`src/rtl/boutons_pkg.sv`:
```
// Shared definitions for the push-button interrupt service master:
// slave register map, service FSM states and button count.
package boutons_pkg;

   // Register map of the button PIO slave
   localparam logic [1:0] ADDR_DATA = 2'd0;
   localparam logic [1:0] ADDR_MASK = 2'd2;
   localparam logic [1:0] ADDR_EDGE = 2'd3;

   // Number of push buttons wired to the PIO
   localparam int N_BTN = 2;

   // Interrupt service sequence
   typedef enum logic [2:0] {
      INIT,
      IDLE,
      RD_EC,
      WAIT_RD,
      CLR_EC,
      PUSH
   } svc_state_t;

   // Zero-extend a per-button bit vector to a full bus word
   function automatic logic [31:0] pad_btn(input logic [N_BTN-1:0] bits);
      return {{(32-N_BTN){1'b0}}, bits};
   endfunction

endpackage

```
`src/rtl/boutons_irq_master.sv`:
```
// Hardware replacement for the push-button interrupt handler: arms the PIO
// interrupt mask after reset, then on each irq reads and clears the
// edge-capture register, hands the captured edges to user logic through a
// valid/ready handshake and keeps one press counter per button.
module boutons_irq_master
   import boutons_pkg::*;
#(
   parameter logic [1:0] IRQ_MASK = 2'b11,
   parameter int         CNT_W    = 16
) (
   input  logic             clk,
   input  logic             reset_n,
   input  logic             irq,
   input  logic [31:0]      readdata,
   output logic [1:0]       address,
   output logic             chipselect,
   output logic             write_n,
   output logic [31:0]      writedata,
   output logic             event_valid,
   output logic [1:0]       event_data,
   input  logic             event_ready,
   output logic [CNT_W-1:0] press_cnt0,
   output logic [CNT_W-1:0] press_cnt1
);

   svc_state_t        state_reg;
   logic              chipselect_reg;
   logic              write_n_reg;
   logic [1:0]        address_reg;
   logic [31:0]       writedata_reg;
   logic              event_valid_reg;
   logic [N_BTN-1:0]  event_data_reg;
   logic [N_BTN-1:0]  cap_reg;

   // Only the low capture bits of the edge register carry information
   logic              readdata_unused;
   assign readdata_unused = ^readdata[31:N_BTN];

   // Service FSM; every bus and event output is loaded on the edge that
   // enters the corresponding phase, so none of them depends
   // combinationally on irq or readdata.
   always_ff @(posedge clk or negedge reset_n) begin
      if (!reset_n) begin
         state_reg       <= INIT;
         chipselect_reg  <= 1'b0;
         write_n_reg     <= 1'b1;
         address_reg     <= ADDR_DATA;
         writedata_reg   <= '0;
         event_valid_reg <= 1'b0;
         event_data_reg  <= '0;
         cap_reg         <= '0;
      end else begin
         case (state_reg)
            INIT: begin
               // One write cycle arming the slave interrupt mask
               chipselect_reg <= 1'b1;
               write_n_reg    <= 1'b0;
               address_reg    <= ADDR_MASK;
               writedata_reg  <= pad_btn(IRQ_MASK);
               state_reg      <= IDLE;
            end
            IDLE: begin
               if (irq) begin
                  // Present the edge-capture read address
                  chipselect_reg <= 1'b1;
                  write_n_reg    <= 1'b1;
                  address_reg    <= ADDR_EDGE;
                  writedata_reg  <= '0;
                  state_reg      <= RD_EC;
               end else begin
                  chipselect_reg <= 1'b0;
                  write_n_reg    <= 1'b1;
                  address_reg    <= ADDR_DATA;
                  writedata_reg  <= '0;
               end
            end
            RD_EC: begin
               // Bus idles while the slave returns its registered read data
               chipselect_reg <= 1'b0;
               write_n_reg    <= 1'b1;
               address_reg    <= ADDR_DATA;
               writedata_reg  <= '0;
               state_reg      <= WAIT_RD;
            end
            WAIT_RD: begin
               cap_reg <= readdata[N_BTN-1:0];
               if (readdata[N_BTN-1:0] == '0) begin
                  // Spurious interrupt: nothing captured, nothing to clear
                  state_reg <= IDLE;
               end else begin
                  // Clear exactly the bits that were read, two cycles after
                  // the read address, to keep the lost-edge window short
                  chipselect_reg <= 1'b1;
                  write_n_reg    <= 1'b0;
                  address_reg    <= ADDR_EDGE;
                  writedata_reg  <= pad_btn(readdata[N_BTN-1:0]);
                  state_reg      <= CLR_EC;
               end
            end
            CLR_EC: begin
               chipselect_reg  <= 1'b0;
               write_n_reg     <= 1'b1;
               address_reg     <= ADDR_DATA;
               writedata_reg   <= '0;
               event_valid_reg <= 1'b1;
               event_data_reg  <= cap_reg;
               state_reg       <= PUSH;
            end
            PUSH: begin
               // irq is deliberately ignored here; further edges wait in the slave
               if (event_ready) begin
                  event_valid_reg <= 1'b0;
                  event_data_reg  <= '0;
                  state_reg       <= IDLE;
               end
            end
            default: begin
               state_reg <= INIT;
            end
         endcase
      end
   end

   // One wrapping press counter per button, bumped once per serviced event
   for (genvar gi = 0; gi < N_BTN; gi++) begin : g_cnt
      logic [CNT_W-1:0] cnt_reg;

      // Count the button when its bit is set in the event being cleared
      always_ff @(posedge clk or negedge reset_n) begin
         if (!reset_n) begin
            cnt_reg <= '0;
         end else if (state_reg == CLR_EC && cap_reg[gi]) begin
            cnt_reg <= cnt_reg + {{(CNT_W-1){1'b0}}, 1'b1};
         end
      end
   end

   assign chipselect  = chipselect_reg;
   assign write_n     = write_n_reg;
   assign address     = address_reg;
   assign writedata   = writedata_reg;
   assign event_valid = event_valid_reg;
   assign event_data  = event_data_reg;
   assign press_cnt0  = g_cnt[0].cnt_reg;
   assign press_cnt1  = g_cnt[1].cnt_reg;

endmodule
```
`config.mk`:
```
export PLATFORM = sky130hd
export DESIGN_NAME = boutons_irq_master
export DESIGN_NICKNAME = d
export VERILOG_FILES = /design/src/rtl/boutons_pkg.sv /design/src/rtl/boutons_irq_master.sv
export SDC_FILE = /design/constraint.sdc
export NUM_CORES = 1
export LEC_CHECK = 0
export CAP_MARGIN = 20
export CORE_MARGIN = 2
export CORE_UTILIZATION = 38
export DETAILED_ROUTE_END_ITERATION = 10
export HOLD_SLACK_MARGIN = 0.06
export PLACE_DENSITY_LB_ADDON = 0.08
export SLEW_MARGIN = 10
export SYNTH_ARGS = -nofsm -noshare
export SYNTH_HDL_FRONTEND = slang
export SYNTH_SLANG_ARGS = --single-unit
```
`constraint.sdc`:
```
create_clock -name clk -period 1.85 [get_ports clk]
set_clock_uncertainty 0.2 [all_clocks]
set_input_delay 0.2775 -clock clk [delete_from_list [all_inputs] [get_ports clk]]
set_output_delay 0.2775 -clock clk [all_outputs]
set_load 0.01 [all_outputs]
```
==> results.sh, run 1 <==
export IMPL_ys_seq_elements=46
export IMPL_yosys_warnings=0
export IMPL_clkTransAtPathRegs_ns=0.09
export IMPL_path_cells="buf_4, clkdlybuf4s50_1"
export IMPL_hp_class="primary input to async pin"
export IMPL_boundaryPins=107
export IMPL_drive_gt1_frac=0.153
export IMPL_drc_errors=0
export IMPL_cp_max_fo=4
export IMPL_cp_slowest_cell="clkdlybuf4s50_1"
export IMPL_p_per_area_nw_per_um2=1130
export IMPL_synth_cells=228
export IMPL_clk_path_buf_depth=2
export IMPL_vias=1669
export IMPL_crit_type="register to output pin"
export IMPL_drt_iter0_markers=46
export IMPL_dp_slack_ns=-0.0138
export IMPL_synth_top_area_share=0.478
export IMPL_cts_tree="built"
export IMPL_fin_area_um2=3080
export IMPL_ant_nets=0
export IMPL_max_cap_viol_count=0
export IMPL_worstPathBufferInverterCount=2
export IMPL_crit_family="buffers and inverters"
export IMPL_p_leak_nw=1.47
export IMPL_wl_per_cell_um=12.1
export IMPL_ys_flop_type="dfrtp_1"
export IMPL_r2r_end="press_cnt0[13]"
export IMPL_layout_setup_ws_ns=0.0532
export IMPL_gp_congestion=0.722
export IMPL_antenna_found_initial=0
export IMPL_rrSetupSlack_ns=0.06
export IMPL_grt_usage=0.139
export IMPL_synth_area_top_cells="dfrtp_1 48%, buf_4 9.6%, xnor2_1 6.7%, nand2_1 5.1%, xor2_1 4.5%"
export IMPL_start_util=0.395
export IMPL_dr_pass1_iters=4
export IMPL_die_w_um=82.7
export IMPL_start_kind="register"
export IMPL_final_hold_viol_count=0
export IMPL_grt_pass1_wl_mm=7.31
export IMPL_grt_pass1_vias=1558
export IMPL_timing_hold_ws_ns=0.257
export IMPL_synth_async_reset_ratio=1.00
export IMPL_yosysMostFrequentCell="dfrtp_1"
export IMPL_wl_mm=4.46
export IMPL_drv_slew=0
export IMPL_yosysUniqueCellTypes=40
export IMPL_fmax_mhz=557
export IMPL_required_ns=1.37
export IMPL_clock_sinks=46
export IMPL_placed_area_um2=2890
export IMPL_via_per_inst=4.52
export IMPL_outcome="completed"
export IMPL_critPathMaxStageDelay_ns=0.55
export IMPL_synth_edf_count=0
export IMPL_yosys_area_top_type="dfrtp_1"
export IMPL_root_buffer="clkbuf_8"
export IMPL_final_nets=331
export IMPL_reg2regPathDepth=4
export IMPL_syn_avg_cell_area_um2=10.3
export IMPL_h_tree_depth=2
export IMPL_end_kind="output pin"
export IMPL_diodes=0
export IMPL_portBuffers=46
export IMPL_crit_arrival_ns=1.32
export IMPL_min_period_ns=1.80
export IMPL_grt_max_degree=21
export IMPL_synthesis_area_um2=2350
export IMPL_setup_viol=0
export IMPL_period_share=0.971
export IMPL_numCtsBuffers=5
export IMPL_synth_common_cells="45 x dfrtp_1, 32 x nand2_1, 30 x buf_4, 18 x xnor2_1, 14 x nor2_1"
export IMPL_syn_to_final_growth_pct=30.7
export IMPL_chipHeight_um=82.7
export IMPL_core_um2=5960
export IMPL_dp_hpwl_mm=3.35
export IMPL_clock_latency_ns=0.30
export IMPL_num_rows=28
export IMPL_r2r_start="state_reg[0]"
export IMPL_ir_worst_vdd_uv=613
export IMPL_grt_overflow_total=0
export IMPL_yosysSeqAreaShare=0.490
export IMPL_dieArea_um2=6840
export IMPL_final_util=0.517
export IMPL_rsz0062_at_grt="true"
## repair_timing
item | 4_1_cts | 5_1_grt
hold buffers | 1 | 0
resized for setup | 1 | 8
pin swaps | 1 | 1
setup buffers | 2 | 0
endpoints found under the hold margin | 15 | 0
gates cloned | 0 | 0
setup endpoints to repair | 5 | 10
## through the flow
| stage | std cells | TNS, ns | power (mW) |
|---|---|---|---|
| 2_1_floorplan | 257 | -0.0236 | 2.10 |
| 3_3_place_gp | 358 | 0 | 2.56 |
| 3_5_place_dp | 358 | -0.0138 | 2.56 |
| 4_1_cts | 369 | 0 | 3.52 |
| 5_1_grt | 369 | -0.00579 | 3.68 |
| 6_report | 369 | 0 | 3.47 |
## metal layers
layer / track usage / vias up / wire (µm)
met2: 0.215 / 48 / 2070
li1: - / 836 / -
met4: 0.0443 / 0 / 59
met3: 0.0370 / 5 / 234
met1: 0.190 / 780 / 2090
met5: 0 / - / 0
## cell usage in the layout (no fill, tap or decap), types with 2 or more instances in the layout
cell	synthesis	layout
nand2_1	32	32
nor2_1	14	11
clkbuf_8	0	6
bufinv_16	0	2
buf_4	30	17
a211oi_1	2	2
conb_1	1	30
and4_1	4	4
o21ai_0	11	11
clkdlybuf4s50_1	0	42
dfrtp_1	45	44
and3_1	3	3
nor3_1	4	4
a21oi_1	5	5
xnor2_1	18	18
nand3_1	10	10
nand4_1	6	6
ha_1	2	2
xor2_1	12	12
mux2_2	2	2
dlymetal6s2s_1	0	2
inv_1	2	2
nor2_2	1	4
## worst max-delay path by stage
stage | start | endpoint | slack (ns) | depth (start not counted)
floorplan | state_reg[1] | press_cnt0[13] | -0.02 | 5
global placement | state_reg[1] | press_cnt1[15] | 0.005 | 4
detailed placement | state_reg[1] | press_cnt1[15] | -0.01 | 4
CTS | state_reg[0] | press_cnt0[13] | 0.03 | 4
global route | state_reg[0] | press_cnt0[13] | -0.006 | 4
finish | press_cnt0[6] | press_cnt0[6] | 0.05 | 2
## worst reg2reg max path: cells and delay by family (launching register included)
family        cells  cell delay, ns
simple gates      3            0.97
flops             1            0.39
xor+xnor          1            0.12
## cells by family (layout without fill, tap and decap cells)
kind of cell,after synthesis,in the layout,synth area share
AO/OA/AOI/OAI,23,23,0.0579
XOR/XNOR,31,31,0.119
adder cells (fa/ha/maj),2,2,0.0106
buffers and inverters,38,75,0.113
flip-flops,46,46,0.490
multiplexers,2,2,0.00957
other,1,30,0.00159
AND/OR/NAND/NOR,85,85,0.199
## where the power goes
part           internal, mW  leakage (nW)  switching (mW)
clock                 0.576        0.0714           0.344
sequential             1.21         0.609           0.163
combinational         0.614         0.786           0.564
total                  2.40          1.47            1.07
## final cells by class
class	instances	area (µm²)
multi-input cells	173	1060
clock inverters	2	60.1
repair buffers	65	617
well taps	75	93.8
clock buffers	6	82.6
inverters	2	7.51
fillers	578	2880
flip-flops and latches	46	1150
(Power assumes the default switching activity.)
==> run 2: changes to the inputs <==
--- a/config.mk
+++ b/config.mk
@@ -8,6 +8,7 @@
 export CAP_MARGIN = 20
 export CORE_MARGIN = 2
 export CORE_UTILIZATION = 38
+export CTS_CLUSTER_DIAMETER = 150
 export DETAILED_ROUTE_END_ITERATION = 10
 export HOLD_SLACK_MARGIN = 0.06
 export PLACE_DENSITY_LB_ADDON = 0.08
==> results of run 2 <==
No change in the layout: final DEF, timing and power equal those of run 1.
